===== config.mk =====
export PLATFORM = sky130hd
export DESIGN_NAME = haar_mac
export DESIGN_NICKNAME = d
export VERILOG_FILES = /design/src/rtl/haar_mac.sv
export SDC_FILE = /design/constraint.sdc
export NUM_CORES = 1
export LEC_CHECK = 0
export ABC_AREA = 1
export CORE_ASPECT_RATIO = 0.6
export CORE_MARGIN = 5
export CORE_UTILIZATION = 50
export CTS_CLUSTER_DIAMETER = 150
export DETAILED_ROUTE_END_ITERATION = 10
export DONT_BUFFER_PORTS = 1
export GPL_TIMING_DRIVEN = 1
export HOLD_SLACK_MARGIN = 0.05
export SETUP_SLACK_MARGIN = 0.5
export SKIP_LAST_GASP = 1
export SLEW_MARGIN = 20
export SYNTH_ARGS = -nofsm -noshare
export SYNTH_HDL_FRONTEND = slang
export SYNTH_SLANG_ARGS = --single-unit

===== constraint.sdc =====
create_clock -name clk -period 3.7 [get_ports clk]
set_input_delay 0.74 -clock clk [delete_from_list [all_inputs] [get_ports clk]]
set_output_delay 0.74 -clock clk [all_outputs]
set_load 0.01 [all_outputs]

===== src/rtl/haar_mac.sv =====
// haar_mac: one Haar lifting step per incoming pixel pair {a,b}.
// The block has a fixed two-stage pipeline and uses valid-only handshaking.
// Stage 1 registers sum and diff. Stage 2 forms L (the floor average) and
// H (the halved detail plus an offset).
// The mode and pointer sidebands travel through the pipeline with their own beat.
// A side checker flags any pointer sequence that does not match a
// raster walk of rows or columns.
module haar_mac #(
    parameter int HEIGHT   = 256,
    parameter int WIDTH    = 256,
    parameter int H_OFFSET = 128,
    localparam int PW      = $clog2(WIDTH)
) (
    input  logic          clk,
    input  logic          rst,
    input  logic [15:0]   i_mac,
    input  logic          i_mac_valid,
    input  logic          i_mac_mode,
    input  logic [PW-1:0] i_mac_row_column_pointer,
    input  logic [PW-1:0] i_mac_pixel_pointer,
    input  logic          i_bypass,
    input  logic          i_clr,
    output logic [15:0]   o_mac,
    output logic          o_mac_valid,
    output logic          o_mac_mode,
    output logic [PW-1:0] o_mac_row_column_pointer,
    output logic [PW-1:0] o_mac_pixel_pointer,
    output logic [31:0]   o_pair_count,
    output logic          o_seq_err
);

    // Row indices share the pointer width, so the image height must fit in it.
    generate
        if ($clog2(HEIGHT) > PW) begin : g_height_check
            $error("haar_mac: HEIGHT does not fit in the pointer width");
        end
    endgenerate

    // Stage-1 state
    logic                r_s1_valid;
    logic [8:0]          r_s1_sum;
    logic signed [8:0]   r_s1_diff;
    logic [7:0]          r_s1_a;
    logic [7:0]          r_s1_b;
    logic                r_s1_bypass;
    logic                r_s1_mode;
    logic [PW-1:0]       r_s1_rc;
    logic [PW-1:0]       r_s1_pp;

    // Stage-2 (output) state
    logic [15:0]         r_mac;
    logic                r_mac_valid;
    logic                r_mode;
    logic [PW-1:0]       r_rc;
    logic [PW-1:0]       r_pp;

    // Sequence tracker and status
    logic                r_prev_valid;
    logic                r_prev_mode;
    logic [PW-1:0]       r_prev_rc;
    logic [PW-1:0]       r_prev_pp;
    logic                r_seq_err;
    logic [31:0]         r_pair_count;

    // Combinational datapath
    logic [7:0]          w_a;
    logic [7:0]          w_b;
    logic [8:0]          w_sum;
    logic signed [8:0]   w_diff;
    logic [7:0]          w_l;
    logic [7:0]          w_h;
    logic [15:0]         w_result;
    logic [PW-1:0]       w_pp_next;
    logic [PW-1:0]       w_rc_next;
    logic                w_seq_viol;

    assign w_a    = i_mac[15:8];
    assign w_b    = i_mac[7:0];
    assign w_sum  = {1'b0, w_a} + {1'b0, w_b};
    assign w_diff = $signed({1'b0, w_a}) - $signed({1'b0, w_b});

    // L is the floor average. H is the arithmetic half of the difference plus the offset.
    // H wraps modulo 256 and is not saturated.
    assign w_l      = 8'(r_s1_sum >> 1);
    assign w_h      = 8'(r_s1_diff >>> 1) + 8'(H_OFFSET);
    assign w_result = r_s1_bypass ? {r_s1_a, r_s1_b} : {w_l, w_h};

    // Judge the current valid input against the previously accepted input.
    always_comb begin
        w_pp_next  = r_prev_pp + PW'(2);
        w_rc_next  = r_prev_rc + PW'(1);
        w_seq_viol = 1'b0;
        if (i_mac_valid && r_prev_valid) begin
            if (i_mac_pixel_pointer[0]) begin
                w_seq_viol = 1'b1;
            end else if (i_mac_pixel_pointer != '0) begin
                if ((i_mac_mode != r_prev_mode) ||
                    (i_mac_pixel_pointer != w_pp_next) ||
                    (i_mac_row_column_pointer != r_prev_rc)) begin
                    w_seq_viol = 1'b1;
                end
            end else if ((i_mac_mode == r_prev_mode) &&
                         (i_mac_row_column_pointer != w_rc_next) &&
                         (i_mac_row_column_pointer != '0)) begin
                w_seq_viol = 1'b1;
            end
        end
    end

    // Stage 1: capture sum/diff, the raw pair and the sidebands. Data holds when the input is idle.
    always_ff @(posedge clk or negedge rst) begin
        if (!rst) begin
            r_s1_valid  <= 1'b0;
            r_s1_sum    <= '0;
            r_s1_diff   <= '0;
            r_s1_a      <= '0;
            r_s1_b      <= '0;
            r_s1_bypass <= 1'b0;
            r_s1_mode   <= 1'b0;
            r_s1_rc     <= '0;
            r_s1_pp     <= '0;
        end else begin
            r_s1_valid <= i_mac_valid;
            if (i_mac_valid) begin
                r_s1_sum    <= w_sum;
                r_s1_diff   <= w_diff;
                r_s1_a      <= w_a;
                r_s1_b      <= w_b;
                r_s1_bypass <= i_bypass;
                r_s1_mode   <= i_mac_mode;
                r_s1_rc     <= i_mac_row_column_pointer;
                r_s1_pp     <= i_mac_pixel_pointer;
            end
        end
    end

    // Stage 2: register the result and the sidebands of the same beat.
    always_ff @(posedge clk or negedge rst) begin
        if (!rst) begin
            r_mac       <= '0;
            r_mac_valid <= 1'b0;
            r_mode      <= 1'b0;
            r_rc        <= '0;
            r_pp        <= '0;
        end else begin
            r_mac_valid <= r_s1_valid;
            if (r_s1_valid) begin
                r_mac  <= w_result;
                r_mode <= r_s1_mode;
                r_rc   <= r_s1_rc;
                r_pp   <= r_s1_pp;
            end
        end
    end

    // Remember the last accepted pointers. A clear forgets them, so the next input starts fresh.
    always_ff @(posedge clk or negedge rst) begin
        if (!rst) begin
            r_prev_valid <= 1'b0;
            r_prev_mode  <= 1'b0;
            r_prev_rc    <= '0;
            r_prev_pp    <= '0;
        end else if (i_clr) begin
            r_prev_valid <= 1'b0;
        end else if (i_mac_valid) begin
            r_prev_valid <= 1'b1;
            r_prev_mode  <= i_mac_mode;
            r_prev_rc    <= i_mac_row_column_pointer;
            r_prev_pp    <= i_mac_pixel_pointer;
        end
    end

    // Sticky sequence error. Only i_clr or reset releases it.
    always_ff @(posedge clk or negedge rst) begin
        if (!rst) begin
            r_seq_err <= 1'b0;
        end else if (i_clr) begin
            r_seq_err <= 1'b0;
        end else if (w_seq_viol) begin
            r_seq_err <= 1'b1;
        end
    end

    // Count emitted results, saturating at all-ones. Clear wins over increment.
    always_ff @(posedge clk or negedge rst) begin
        if (!rst) begin
            r_pair_count <= '0;
        end else if (i_clr) begin
            r_pair_count <= '0;
        end else if (r_mac_valid && (r_pair_count != '1)) begin
            r_pair_count <= r_pair_count + 32'd1;
        end
    end

    assign o_mac                    = r_mac;
    assign o_mac_valid              = r_mac_valid;
    assign o_mac_mode               = r_mode;
    assign o_mac_row_column_pointer = r_rc;
    assign o_mac_pixel_pointer      = r_pp;
    assign o_pair_count             = r_pair_count;
    assign o_seq_err                = r_seq_err;

endmodule


Yosys cells after proc, flatten, opt, wreduce, memory -nomap -nowiden. Cells that the tools add are included.

Reductions and logical operators: 12. Multiplexer cells: 12. Equality and inequality tests: 6. $add $sub $neg: 6. Bitwise operators: 1.

Operators with widths (count): $mux W32 (2); $add A32 B1 Y32 const B (1); $ne A32 B32 Y1 const B (1); $ne A8 B8 Y1 (3); $mux W16 (1); $reduce_bool A8 Y1 (2); $add A8 B8 Y9 (1); $mux W1 (9); $sub A8 B8 Y9 (1); $add A8 B1 Y8 const B (1); $add A8 B2 Y8 const B (1); $add A8 B8 Y8 const B (1); $reduce_bool A2 Y1 (3); $logic_and A1 B1 Y1 (4); $logic_or A1 B1 Y1 (2); $reduce_and A2 Y1 (1); $eq A1 B1 Y1 (1); $ne A1 B1 Y1 (1); $not A1 Y1 (1).

Output and inout bits: 67. Word-level logic and storage cells: 57. Bits in registers: 138. Input bits: 38.

Logic depth before layout (Yosys ltp). Gate-level depths: netlist of run 1.

Word-level depth: 10. Gate-level depth with buffers: 15. Gate-level depth less buffers: 15.

Worst setup path before layout of run 1. OpenSTA, ideal clock, no wires.

Path type: in2reg. From: input i_mac[8]. To: register r_s1_diff[8]. Required time: 3.567 ns. Path buffers: 0. Path slack: 1.428 ns. Setup time: 0.133 ns. Stages: 15. Arrival time: 2.138 ns. Cells stage by stage: inv_1 nand2_1 inv_1 fa_1 or2_2 nand2_1 nand2_1 nand2_1 nand2_1 nand2_1 a21oi_1 nor2_1 o21ai_0 nand2_1 o21ai_0.

Longest elaborated chain between the ends: 1.

Ends and longest elaborated chain: start, declared (line 16) `input logic [15:0] i_mac,`; $sub A8 B8 Y9 (line 80) `assign w_diff = $signed({1'b0, w_a}) - $signed({1'b0, w_b});`; end signal, assigned (line 126) `r_s1_diff <= w_diff;`; end, declared (line 42) `logic signed [8:0] r_s1_diff;`.

Every way passes these cells. A chain may end at the register's enable or synchronous reset.

Worst setup path in the final report of run 1.
From: register r_pair_count[0], in the netlist o_pair_count[0]. To: register r_pair_count[25], in the netlist o_pair_count[25].

Longest elaborated chain between the ends: 3. Elaborated cells between the ends (all ways): 6. Those cells by class: add/sub: 1; eq/ne: 1; mux: 2; reduce/logical: 2.

Ends and longest elaborated chain: start, declared (line 63) `logic [31:0] r_pair_count;`; start signal, assigned (line 191) `r_pair_count <= r_pair_count + 32'd1;`; $add A32 B1 Y32 or $ne A32 B32 Y1 (tied branches) (line 191, 190); $mux W32 or $logic_and A1 B1 Y1 (tied branches) (line 190) `end else if (r_mac_valid && (r_pair_count != '1)) begin`; $mux W32 or $reduce_bool A2 Y1 (tied branches).

Parallel ways exist; a longest one is shown, timed or not. The select of a mux whose other input is x is not followed.

==> impl_metrics.yaml, run 1 <==
status:
  status: "complete, no violations"
placed_design:
  port_buffers: 0
  gp_congestion: 0.882
  pre_cts_slack_ns: 1.24
  dp_hpwl_um: 12200
final_layout:
  finalNetCount: 904
  drive_gt1_frac: 0.0827
  antenna_cells: 0
  ff_latch_area_mm2: 0.00340
  nFillCells: 1227
  area_growth_pct: 10.4
  multi_input_area_mm2: 0.00310
synth:
  synthTopCellsByCount: "242 x nand2_1, 136 x dfrtp_1, 91 x inv_1, 79 x nor2_1, 68 x o21ai_0"
  syn_nets: 910
  async_flop_share: 1.00
  synth_top_area_frac: 0.488
  synth_ff_type: "dfrtp_1"
  synth_cell_types: 44
  postSynthCellCount: 853
  yosysSeqAreaShare: 0.488
  yosys.cell_count.top_type: "nand2_1"
  avgSynthCellArea_um2: 8.17
  synth-seq-cells: 136
  syn_area_mm2: 0.00697
  ys_warn_count: 0
  synth_edf_count: 0
  yosysTopAreaCell: "dfrtp_1"
  synthTopCellsByArea: "dfrtp_1 49%, nand2_1 13%, inv_1 4.9%, o21ai_0 4.9%, nor2_1 4.3%"
critical_path:
  arrival_ns: 2.41
  r2r_start: "o_pair_count[0]$_DFFE_PN0P_"
  cp_data_required_time_ns: 4.02
  crit_path_start_kind: "flop"
  worstRegToRegCells: 11
  cp_max_fo: 10
  regToRegEndpoint: "o_pair_count[25]$_DFFE_PN0P_"
  worst-setup-path-type: "reg2reg"
  ff2ff_setup_slack_ns: 1.61
  endpoint_kind: "flop"
route:
  viasPerCell: 5.28
  drtIter0Drc: 432
  routed_wl_um: 17100
  vias: 5546
  drt_pass1_iterations: 5
  ant_nets: 0
  wl_per_cell_um: 16.3
  drc: 0
timing:
  worst_pin_slew_ns: 1.07
  setup_slack_ns: 1.61
  rsz0062_at_grt: "false"
  max_freq_mhz: 480
  finalMaxSlewViolations: 0
  setup_viol: 0
  fin_crit_sh: 0.564
  period_minus_slack_ns: 2.09
  slew_headroom: 0.284
  worst_clock_skew_ns: 0.00950
  timing.final.hold_violations: 0
  setup-tns-final_ns: 0
floorplanning:
  die_area_mm2: 0.0165
  die_w_um: 162
  die_h_um: 101
  design.core.area_mm2: 0.0137
  initial_core_util: 0.510
  ioPinCount: 105
  row_count: 33
pwr:
  p_comb_frac: 0.098
  p_leak_nw: 3.65
  powerDensity_mw_per_mm2: 494
  p_int_mw: 2.79
  clkPwrFrac: 0.434
  vdd_ir_drop_max_v: 0.000280
  seq_power_share: 0.468
  p_sw_mw: 1.01
  swShare: 0.266
clocking:
  cts_tree: "yes"
  ctsHtreeMaxLevel: 4
  cts_resized: 0
  clockRootBuffer: "clkbuf_16"
  path_clk_slew_ns: 0.06
  clock_latency_ns: 0.41
  cts_buffers: 17
  cts_sinks: 136
  postCtsSetupBuffers: 0
  cts_max_path_buffers: 2
global_route:
  grt_pass1_vias: 5317
  antenna_found_initial: 0
  overflow: 0
  gr-usage-all-layers: 0.216
  grt_max_degree: 137
  grt_pass1_wl_um: 28300
min_path:
  hold_path_class: "in2async"
flow_run:
  drv_cap: 0
-- kinds of logic (layout without fill, tap and decap cells) --
kind of cell / Yosys count / count (layout) / synth area share
and+or+nand+nor: 399 / 399 / 0.246
muxes: 12 / 12 / 0.0194
buffers and inverters: 123 / 129 / 0.0668
AOI/OAI and AO/OA: 138 / 138 / 0.110
xor gates and xnor gates: 26 / 26 / 0.0327
adders and majority gates: 19 / 19 / 0.0363
DFF: 136 / 136 / 0.488
-- routing by layer --
metal  wire length, um  track usage
met5                 0            0
met4                98       0.0487
met3              1170       0.0496
met2              7060        0.302
met1              8810        0.340
-- placed cells by master (no fill, tap or decap), types with 2 or more instances in the layout --
| cell | Yosys | final |
|---|---|---|
| o21a_1 | 4 | 4 |
| nand3b_1 | 2 | 2 |
| clkbuf_16 | 0 | 17 |
| nand2_1 | 242 | 242 |
| fa_1 | 2 | 2 |
| a21oi_1 | 27 | 27 |
| nor3_2 | 4 | 4 |
| a221oi_1 | 2 | 2 |
| clkinv_1 | 2 | 2 |
| nor2_2 | 3 | 3 |
| nand2_4 | 2 | 2 |
| clkinv_2 | 0 | 4 |
| nor4_1 | 9 | 9 |
| nand2_2 | 4 | 4 |
| nor2_1 | 79 | 79 |
| xnor2_1 | 7 | 7 |
| nand3_2 | 2 | 2 |
| a31oi_1 | 20 | 20 |
| nor2_4 | 3 | 3 |
| buf_4 | 0 | 3 |
| dfrtp_1 | 136 | 135 |
| a2bb2oi_1 | 2 | 2 |
| o21ai_1 | 5 | 5 |
| xor2_1 | 19 | 19 |
| nand4_1 | 9 | 9 |
| mux2_2 | 12 | 12 |
| nor3_1 | 8 | 8 |
| inv_2 | 1 | 2 |
| o21ai_0 | 68 | 68 |
| nand3_1 | 26 | 26 |
| inv_1 | 91 | 90 |
| o31ai_1 | 4 | 4 |
| ha_1 | 17 | 17 |
| clkinvlp_4 | 0 | 4 |
| a22o_1 | 2 | 2 |
| or2_2 | 2 | 2 |
| bufinv_16 | 0 | 2 |
-- registers in the layout (all words and copies together) (netlist names), 8 cells and up --
signal	count
o_pair_count	32
o_mac	16
o_mac_pixel_pointer	8
o_mac_row_column_pointer	8
r_prev_pp	8
r_prev_rc	8
r_s1_a	8
r_s1_b	8
r_s1_diff	8
r_s1_pp	8
r_s1_rc	8
r_s1_sum	8
-- power groups by stage --
stage / clock network (mW) / registers [mW] / logic (mW)
floorplan: 0 / 1.75 / 0.318
global placement: 0 / 1.80 / 0.360
detailed placement: 0 / 1.81 / 0.370
CTS: 1.69 / 1.78 / 0.373
global route: 1.75 / 1.80 / 0.433
finish: 1.65 / 1.78 / 0.372
-- worst max path at each step --
stage	start	endpoint	slack (ns)	cells after the start
finish	o_pair_count[0]$_DFFE_PN0P_	o_pair_count[25]$_DFFE_PN0P_	1.61	11
global route	o_pair_count[0]$_DFFE_PN0P_	o_pair_count[31]$_DFFE_PN0P_	1.46	12
CTS	o_pair_count[0]$_DFFE_PN0P_	o_pair_count[31]$_DFFE_PN0P_	1.63	12
detailed placement	i_mac[8]	r_s1_diff[8]$_DFFE_PN0P_	1.24	15
global placement	i_mac[8]	r_s1_diff[8]$_DFFE_PN0P_	1.33	15
floorplan	i_mac[8]	r_s1_diff[8]$_DFFE_PN0P_	1.43	15
-- through the flow --
stage | instance area (um2) | total power [mW] | std cells | hold slack, ns | util
2_1_floorplan | 6970 | 2.07 | 853 | 0.352 | -
3_3_place_gp | 7130 | 2.16 | 1020 | 0.448 | 0.521
3_5_place_dp | 7130 | 2.18 | 1020 | 0.447 | 0.521
4_1_cts | 7700 | 3.84 | 1051 | 0.00443 | 0.563
5_1_grt | 7700 | 3.98 | 1051 | -0.00180 | 0.563
6_report | 7700 | 3.80 | 1051 | 0.0230 | 0.563
-- worst max-delay path, stage by stage (launching register included) --
cell and delay [ns]:
dfrtp_1 0.46, ha_1 0.28, and3_1 0.21, nand2_1 0.08, nor2_2 0.05, nand2_1 0.12
nand2_4 0.12, inv_4 0.16, nand2_2 0.17, nor2_2 0.15, o21ai_1 0.06, a21oi_1 0.15
-- final cells by class --
type / count / share of cell area
Timing Repair Buffer: 3 / 0.00293
Sequential cell: 136 / 0.442
Tap cell: 192 / 0.0312
Clock inverter: 12 / 0.0166
Multi-Input combinational cell: 594 / 0.403
Inverter: 95 / 0.0467
Clock buffer: 19 / 0.0575
(Power assumes the default switching activity.)
==> run 2, diff against run 1 <==
--- a/config.mk
+++ b/config.mk
@@ -5,7 +5,7 @@
 export SDC_FILE = /design/constraint.sdc
 export NUM_CORES = 1
 export LEC_CHECK = 0
-export ABC_AREA = 1
+export ABC_AREA = 0
 export CORE_ASPECT_RATIO = 0.6
 export CORE_MARGIN = 5
 export CORE_UTILIZATION = 50
@@ -14,6 +14,7 @@
 export DONT_BUFFER_PORTS = 1
 export GPL_TIMING_DRIVEN = 1
 export HOLD_SLACK_MARGIN = 0.05
+export PLACE_DENSITY = 0.68
 export SETUP_SLACK_MARGIN = 0.5
 export SKIP_LAST_GASP = 1
 export SLEW_MARGIN = 20
==> constraint.sdc (replaced) <==
create_clock -name clk -period 1.9 [get_ports clk]
set_input_delay 0.38 -clock clk [delete_from_list [all_inputs] [get_ports clk]]
set_output_delay 0.38 -clock clk [all_outputs]
set_load 0.01 [all_outputs]
==> impl_metrics.yaml, run 2 <==
critical_path:
  crit_top_cell: "or4_4"
  arrival_ns: 2.30
  r2r_start: "o_pair_count[0]$_DFFE_PN0P_"
  cp_max_fo: 7
  worst_path_largest_cell_delay_ns: 0.53
  worst-setup-path-type: "reg2reg"
  ff2ff_setup_slack_ns: -0.12
  cp-startpoint: "o_pair_count[0]$_DFFE_PN0P_"
  worstRegToRegCells: 7
  cp_top_family: "simple AND/OR/NAND/NOR gates"
  slowest_stage: "or4_4"
  crit_chain: "ha_4 > nand2_2 > or4_4 > or4_4 > nand3_2 > xor2_1 > nor2_1"
  regToRegEndpoint: "o_pair_count[2]$_DFFE_PN0P_"
  cp_num_buf_inv: 0
  cp_data_required_time_ns: 2.19
  endpoint_kind: "flop"
  crit_path_start_kind: "flop"
final_layout:
  mostFrequentLayoutCells: "132 x dfrtp_1, 69 x mux2_2, 67 x nor2_1"
  layout_commonest_cell: "dfrtp_1"
  final_cells: 871
  drive_gt1_frac: 0.352
  final_util: 0.629
  antenna_cells: 0
  largest_reg_flops: 32
  area_growth_pct: 24.8
  finalNetCount: 740
status:
  violations: "negative hold slack, negative setup slack"
  status: "complete, but fails checks"
synth:
  synthTopCellsByArea: "dfrtp_1 50%, mux2_2 11%, xor2_1 5.9%, nor2_1 3.7%, ha_1 3.1%"
  yosysTopAreaCell: "dfrtp_1"
  synth_ff_type: "dfrtp_1"
  async_flop_share: 1.00
  synth_cell_types: 50
  yosysSeqAreaShare: 0.501
  synth_top_area_frac: 0.501
  syn_area_mm2: 0.00679
  ys_warn_count: 0
  synth-seq-cells: 136
  avgSynthCellArea_um2: 11.0
  yosys.cell_count.top_type: "dfrtp_1"
  synthTopCellsByCount: "136 x dfrtp_1, 69 x mux2_2, 67 x nor2_1, 46 x xor2_1, 32 x a21oi_1"
  syn_nets: 673
  postSynthCellCount: 616
  synth_edf_count: 0
global_route:
  antenna_found_initial: 0
  overflow: 0
  grt_max_degree: 137
  grt_pass1_vias: 5191
  gr-usage-all-layers: 0.213
  grt_pass1_wl_um: 27400
route:
  drtIter0Drc: 329
  ant_nets: 0
  drc: 0
  routed_wl_um: 16700
  viasPerCell: 5.69
  vias: 4960
  wl_per_cell_um: 19.1
  drt_pass1_iterations: 5
timing:
  whs_ns: -0.335
  worst_clock_skew_ns: 0.0150
  timing.final.hold_violations: 136
  slew_headroom: 0.706
  worst_pin_slew_ns: 0.437
  fin_crit_sh: 1.06
  max_freq_mhz: 496
  setup_viol: 20
  setup_slack_ns: -0.117
  finalMaxSlewViolations: 0
  rsz0062_at_grt: "true"
  period_minus_slack_ns: 2.02
placed_design:
  dpl.cell_count: 820
  gp_congestion: 0.806
  dp_hpwl_um: 11500
  port_buffers: 0
floorplanning:
  die_h_um: 100
  initial_core_util: 0.504
  row_count: 33
  ioPinCount: 105
  die_area_mm2: 0.0161
  die_w_um: 160
  design.core.area_mm2: 0.0135
clocking:
  cts_sinks: 136
  cts_tree: "yes"
  ctsHtreeMaxLevel: 4
  clock_latency_ns: 0.41
  cts_buffers: 17
  cts_max_path_buffers: 2
  clockRootBuffer: "clkbuf_16"
  path_clk_slew_ns: 0.06
pwr:
  vdd_ir_drop_max_v: 0.000492
  p_leak_nw: 3.66
  powerDensity_mw_per_mm2: 909
min_path:
  hold_path_class: "in2async"
flow_run:
  drv_cap: 0
## run 2: changes by cell type after synthesis, moves of 15 or more
cell,delta
inv_1,-70
mux2i_1,+15
o21ai_0,-59
nand2_1,-222
mux2_2,+57
a31oi_1,-16
xor2_1,+27
## run 2: worst max path at each step
stage / end / cells after the start / slack (ns)
2_1_floorplan: o_pair_count[3]$_DFFE_PN0P_ / 9 / -0.30
3_3_place_gp: o_pair_count[11]$_DFFE_PN0P_ / 7 / -0.10
3_5_place_dp: o_pair_count[2]$_DFFE_PN0P_ / 7 / -0.17
4_1_cts: o_pair_count[2]$_DFFE_PN0P_ / 7 / -0.16
5_1_grt: o_pair_count[2]$_DFFE_PN0P_ / 7 / -0.19
6_report: o_pair_count[2]$_DFFE_PN0P_ / 7 / -0.12
## run 2: cell families after synthesis
logic type | count (synthesis) | synth area share
and+or+nand+nor | 191 | 0.145
DFF | 136 | 0.501
muxes | 84 | 0.137
AOI/OAI and AO/OA | 69 | 0.0647
xor gates and xnor gates | 65 | 0.0839
buffers and inverters | 52 | 0.0312
adders and majority gates | 19 | 0.0372
## run 2: layer usage
metal,up-vias,global-route usage,share of wire
met1,2501,0.299,0.47
met3,15,0.0636,0.065
met5,-,0,0
met2,135,0.326,0.46
li1,2309,-,-
met4,0,0.0535,0.0077
## run 2: power breakdown
group	switching, mW	internal [mW]
Clock	1.30	1.85
Sequential	0.305	3.21
Combinational	0.472	0.562
Total	2.07	5.63
## run 2: final cells by class
| class | instances | area (um2) |
|---|---|---|
| clock buffer | 20 | 447 |
| clock inverter | 12 | 118 |
| fill | 1053 | 4990 |
| inverter | 21 | 93.8 |
| multi-input combinational | 429 | 3550 |
| sequential | 136 | 3410 |
| tap | 175 | 219 |
| timing repair buffer | 78 | 636 |
## run 2: per-stage QoR
| step | power [mW] | TNS, ns | area [um2] | setup WS (ns) |
|---|---|---|---|---|
| 2_1_floorplan | 4.24 | -3.63 | 7010 | -0.304 |
| 3_3_place_gp | 4.41 | -1.17 | 7500 | -0.100 |
| 3_5_place_dp | 4.49 | -2.31 | 7500 | -0.172 |
| 4_1_cts | 7.74 | -1.59 | 8350 | -0.159 |
| 5_1_grt | 8.02 | -3.26 | 8470 | -0.194 |
| 6_report | 7.70 | -1.26 | 8470 | -0.117 |
## run 2: worst register-to-register path, delay by kind of cell, from the launching register on
| family | cells | cell delay [ns] |
|---|---|---|
| xor gates and xnor gates | 1 | 0.16 |
| adders and majority gates | 1 | 0.15 |
| DFF | 1 | 0.39 |
| and+or+nand+nor | 5 | 1.20 |
## run 2: what timing repair did
item | CTS | global route
endpoints found under the hold margin | 173 | 170
pin swaps | 48 | 22
gates cloned | 1 | 1
gates resized for setup | 42 | 13
setup endpoints to repair | 41 | 46
buffers inserted | 8 | 6
hold buffers | 2 | 1
